<file path="config.mk">
export PLATFORM = sky130hd
export DESIGN_NAME = wfg_stim_mem_arb
export DESIGN_NICKNAME = d
export VERILOG_FILES = /design/src/rtl/wfg_stim_mem_arb.sv
export SDC_FILE = /design/constraint.sdc
export NUM_CORES = 1
export LEC_CHECK = 0
export ABC_AREA = 1
export CAP_MARGIN = 20
export CELL_PAD_IN_SITES_DETAIL_PLACEMENT = 0
export CELL_PAD_IN_SITES_GLOBAL_PLACEMENT = 1
export CORE_MARGIN = 4
export CORE_UTILIZATION = 33
export CTS_BUF_LIST = sky130_fd_sc_hd__clkbuf_16
export DETAILED_ROUTE_END_ITERATION = 10
export PLACE_DENSITY_LB_ADDON = 0.25
export SYNTH_ARGS = -nofsm -noshare
export SYNTH_HDL_FRONTEND = slang
export SYNTH_SLANG_ARGS = --single-unit
</file>
<file path="constraint.sdc">
create_clock -name clk -period 2.2 [get_ports clk]
set_input_delay 0.44 -clock clk [delete_from_list [all_inputs] [get_ports clk]]
set_output_delay 0.44 -clock clk [all_outputs]
set_load 0.05 [all_outputs]
</file>
<file path="src/rtl/wfg_stim_mem_arb.sv">
// Round-robin sequencer for the single-port stimulus SRAM.
// Shares the port between the stimulus reader and the host bus.
module wfg_stim_mem_arb #(
    parameter int ADDR_W = 10,
    parameter int DATA_W = 32
) (
    input  logic                clk,
    input  logic                rst_n,
    input  logic                stim_req_i,
    input  logic [ADDR_W-1:0]   stim_addr_i,
    output logic                stim_ack_o,
    output logic [DATA_W-1:0]   stim_rdata_o,
    input  logic                host_req_i,
    input  logic                host_we_i,
    input  logic [DATA_W/8-1:0] host_sel_i,
    input  logic [ADDR_W-1:0]   host_addr_i,
    input  logic [DATA_W-1:0]   host_wdata_i,
    output logic                host_ack_o,
    output logic [DATA_W-1:0]   host_rdata_o,
    output logic                busy_o,
    output logic                csb0,
    output logic                web0,
    output logic [DATA_W/8-1:0] wmask0,
    output logic [ADDR_W-1:0]   addr0,
    output logic [DATA_W-1:0]   din0,
    input  logic [DATA_W-1:0]   dout0
);

    localparam int SEL_W = DATA_W / 8;

    typedef enum logic [1:0] {
        IDLE,
        CMD,
        WAIT,
        ACK
    } state_t;

    state_t            state;
    state_t            state_nx;
    logic              gnt_host;
    logic              gnt_host_nx;
    logic              we_q;
    logic              we_nx;
    logic              rr_last;
    logic              rr_nx;
    logic              csb_nx;
    logic              web_nx;
    logic [SEL_W-1:0]  wmask_nx;
    logic [ADDR_W-1:0] addr_nx;
    logic [DATA_W-1:0] din_nx;
    logic              stim_ack_nx;
    logic              host_ack_nx;
    logic [DATA_W-1:0] stim_rdata_nx;
    logic [DATA_W-1:0] host_rdata_nx;
    logic              pick_host;
    logic              host_wr;

    // rr_last = 1 means the host had the last grant
    assign pick_host = host_req_i && (!stim_req_i || !rr_last);
    assign host_wr   = pick_host && host_we_i;
    assign busy_o    = (state != IDLE);

    always_ff @(posedge clk or negedge rst_n) begin
        if (!rst_n) begin
            state        <= IDLE;
            gnt_host     <= 1'b0;
            we_q         <= 1'b0;
            rr_last      <= 1'b1;
            csb0         <= 1'b1;
            web0         <= 1'b1;
            wmask0       <= '0;
            addr0        <= '0;
            din0         <= '0;
            stim_ack_o   <= 1'b0;
            host_ack_o   <= 1'b0;
            stim_rdata_o <= '0;
            host_rdata_o <= '0;
        end else begin
            state        <= state_nx;
            gnt_host     <= gnt_host_nx;
            we_q         <= we_nx;
            rr_last      <= rr_nx;
            csb0         <= csb_nx;
            web0         <= web_nx;
            wmask0       <= wmask_nx;
            addr0        <= addr_nx;
            din0         <= din_nx;
            stim_ack_o   <= stim_ack_nx;
            host_ack_o   <= host_ack_nx;
            stim_rdata_o <= stim_rdata_nx;
            host_rdata_o <= host_rdata_nx;
        end
    end

    always_comb begin
        state_nx      = state;
        gnt_host_nx   = gnt_host;
        we_nx         = we_q;
        rr_nx         = rr_last;
        csb_nx        = csb0;
        web_nx        = web0;
        wmask_nx      = wmask0;
        addr_nx       = addr0;
        din_nx        = din0;
        stim_ack_nx   = 1'b0;
        host_ack_nx   = 1'b0;
        stim_rdata_nx = stim_rdata_o;
        host_rdata_nx = host_rdata_o;
        unique case (state)
            IDLE: begin
                if (stim_req_i || host_req_i) begin
                    gnt_host_nx = pick_host;
                    rr_nx       = pick_host;
                    we_nx       = host_wr;
                    csb_nx      = 1'b0;
                    web_nx      = ~host_wr;
                    wmask_nx    = host_wr ? host_sel_i : '0;
                    addr_nx     = pick_host ? host_addr_i : stim_addr_i;
                    din_nx      = host_wr ? host_wdata_i : '0;
                    state_nx    = CMD;
                end
            end
            CMD: begin
                csb_nx   = 1'b1;
                web_nx   = 1'b1;
                wmask_nx = '0;
                state_nx = WAIT;
            end
            WAIT: begin
                // dout0 is valid now, one cycle after the read strobe
                if (!we_q && gnt_host) host_rdata_nx = dout0;
                if (!we_q && !gnt_host) stim_rdata_nx = dout0;
                stim_ack_nx = !gnt_host;
                host_ack_nx = gnt_host;
                state_nx    = ACK;
            end
            ACK: begin
                state_nx = IDLE;
            end
            default: begin
                state_nx = IDLE;
            end
        endcase
    end

endmodule

</file>
==> out/results.txt, run 1 <==
Outcome: finished clean
H-tree Lvls: 4
Ports: 208
Main synth FF type: dfrtp_1
Pleak: 3.71 nW
Tmin final: 2.04 ns
Max incr delay on CP: 0.82 ns
Arrival time worst endpoint: 1.60 ns
Final Setup Violations: 0
TritonCTS clock tree: yes
Vias: 4,003
Post-layout nets: 822
Max Freq: 491 MHz
Synthesis-stage register bit count: 119
Clk_skew: 0.0125 ns
Port buffer count: 207
DR WL/cell: 13.7 um
EDFF count, synth: 0
Tot GR Track Use: 15.9%
Number of diodes: 0
Sum of negative setup slack: 0 ns
Top cells by area, synth: dfrtp_1, nand2_1, o21ai_0
Final Util: 55.1%
Largest net degree at the start of global routing: 65
Antenna violations before repair: 0
Sequential element share of the synthesized area: 63.1%
Min-delay worst type: input port to async pin
Share of the synthesized area in the top cell type: 61.4%
Max Cap Violations: 0
ANT nets after route: 0
Peak VDD IR: 0.817 mV
Final hold vios: 0
Number of buffers and inverters on the critical path: 1
Cell family with most CP delay: buffers and inverters
Commonest cells in the netlist: nand2_1, dfrtp_1, inv_1, o21ai_0, o21ai_1
GR Overflow Total: 0
PD cells: 1910 nW/um^2
Crit. End Element: primary output
Count leader, synth: nand2_1
Die area: 16,300 sq um
DRT iter0 DRCs: 276
Ys async rst share: 100%
Cts hold-fix bufs: 0
Clk pin slew, worst setup/hold paths: 0.06 ns
Rows: 43
Post-synthesis cell type count: 18
Slowest CP cell: clkdlybuf4s50_1
Global-route wire length before repair: 20.6 mm
Pre-antenna DRT Iters: 5
Area grow syn2layout: 62.4%
Crit Path Category: register to primary output
Mapped Area: 4720 sq um
Post-Syn Nets: 611
HPWL after DPL: 9.12 mm
RD Place Congestion: 0.800
Worst setup SP type: register
Layout cells sized above 1: 6.37%
Leading area contributor after synthesis: dfrtp_1
Core Area: 13,900 sq um
Worst-Margin Slew: 0.581 ns
Final Max Tran Viols: 0
Routed WL: 12.6 mm
RSZ-0062 raised after global routing: false
Residual DRC: 0
Die X: 128 um
Vias in the first global route: 4,147
Vias per inst: 4.36
Clock tree buffer depth: 2
Tcrit/Tclk final: 92.7%
Initial core utilization: 33.9%
Root Driver: clkbuf_16
Crit path cell chain: clkdlybuf4s50_1
Worst slew margin: 61.2%
Synthesized instance count: 514
CTS buffer count: 17
DIE HEIGHT: 128 um
Insertion delay to the later sink of the worst-skew pair: 0.41 ns
Clk sinks: 119
Setup bufs post-CTS: 0
CP required: 1.76 ns
CP max FO: 2
Syn avg cell area: 9.19 sq um
Number of synthesis warnings: 0
where the power goes:
group	switching, mW	internal [mW]
logic	5.33	2.48
registers	0.579	3.29
clock network	0.964	1.99
total	6.87	7.76
sequential cells by signal, summed over array words and instances, names as in the netlist, 2 cells and up:
register / cells
addr0: 10
stim_rdata_o: 32
din0: 32
host_rdata_o: 32
wmask0: 4
state: 2
layout make-up:
type / instances / area (sq um)
clock inverters: 15 / 209
well taps: 180 / 225
clock buffers: 17 / 425
repair buffers: 216 / 2190
multi-input cells: 288 / 1330
flip-flops and latches: 119 / 2980
inverters: 83 / 312
fillers: 1314 / 6260
worst paths after layout:
path,from,end,slack [ns],cells past startpoint
min,rst_n,addr0[9],0.02,2
max,addr0[3],addr0[3],0.16,1
max reg2reg,state[0],din0[0],0.70,5
min in group clk,csb0,csb0,0.46,2
max in group asynchronous,rst_n,csb0,1.87,2
min reg2reg,csb0,csb0,0.46,2
what timing repair did:
item | 4_1_cts | 5_1_grt
gates resized for setup | 2 | 0
setup endpoints to repair | 2 | 0
hold endpoints to repair | 0 | 0
layout by cell type, fill, tap and decap left out, drive strengths merged, types with 3 or more instances in the layout:
cell | netlist | final
nand3 | 21 | 21
buf | 16 | 11
clkdlybuf4s50 | 0 | 203
o21ai | 102 | 102
ha | 4 | 4
clkinv | 0 | 6
inv | 83 | 83
nand3b | 9 | 9
clkbuf | 8 | 17
dfstp | 3 | 3
clkinvlp | 0 | 4
bufinv | 0 | 5
dfrtp | 116 | 116
nand2 | 149 | 149
per-layer routing:
layer	track usage, %	wire, um	up-vias
met5	0	0	-
met4	6.05	206	0
met3	5.96	971	20
met2	26.2	6150	137
met1	19.1	5280	1829
li1	-	-	2017
through the flow:
stage	cells	cell area [sq um]	setup slack (ns)	hold slack (ns)	power (mW)
after CTS	918	7670	0.134	0.0264	14.8
after global placement	886	7040	0.353	0.457	11.7
final	918	7670	0.162	0.0151	14.6
after floorplan	514	4720	0.639	0.144	8.90
after global routing	918	7670	0.106	0.0331	15.5
after detailed placement	886	7040	0.307	0.459	11.8
logic make-up after synthesis:
logic type / synth area share [%]
flip-flops: 63.1
AO/OA/AOI/OAI: 10.9
buffers and inverters: 9.00
adder cells (fa/ha/maj): 1.06
AND/OR/NAND/NOR: 15.9
Power figures use the tool's default switching activity.
==> inputs of run 2 (changes only) <==
--- a/config.mk
+++ b/config.mk
@@ -6,6 +6,7 @@
 export NUM_CORES = 1
 export LEC_CHECK = 0
 export ABC_AREA = 1
+export ABC_CLOCK_PERIOD_IN_PS = 2200
 export CAP_MARGIN = 20
 export CELL_PAD_IN_SITES_DETAIL_PLACEMENT = 0
 export CELL_PAD_IN_SITES_GLOBAL_PLACEMENT = 1
@@ -14,6 +15,7 @@
 export CTS_BUF_LIST = sky130_fd_sc_hd__clkbuf_16
 export DETAILED_ROUTE_END_ITERATION = 10
 export PLACE_DENSITY_LB_ADDON = 0.25
+export SLEW_MARGIN = 0
 export SYNTH_ARGS = -nofsm -noshare
 export SYNTH_HDL_FRONTEND = slang
 export SYNTH_SLANG_ARGS = --single-unit
==> results of run 2 <==
No change in the layout: final DEF, timing and power equal those of run 1.
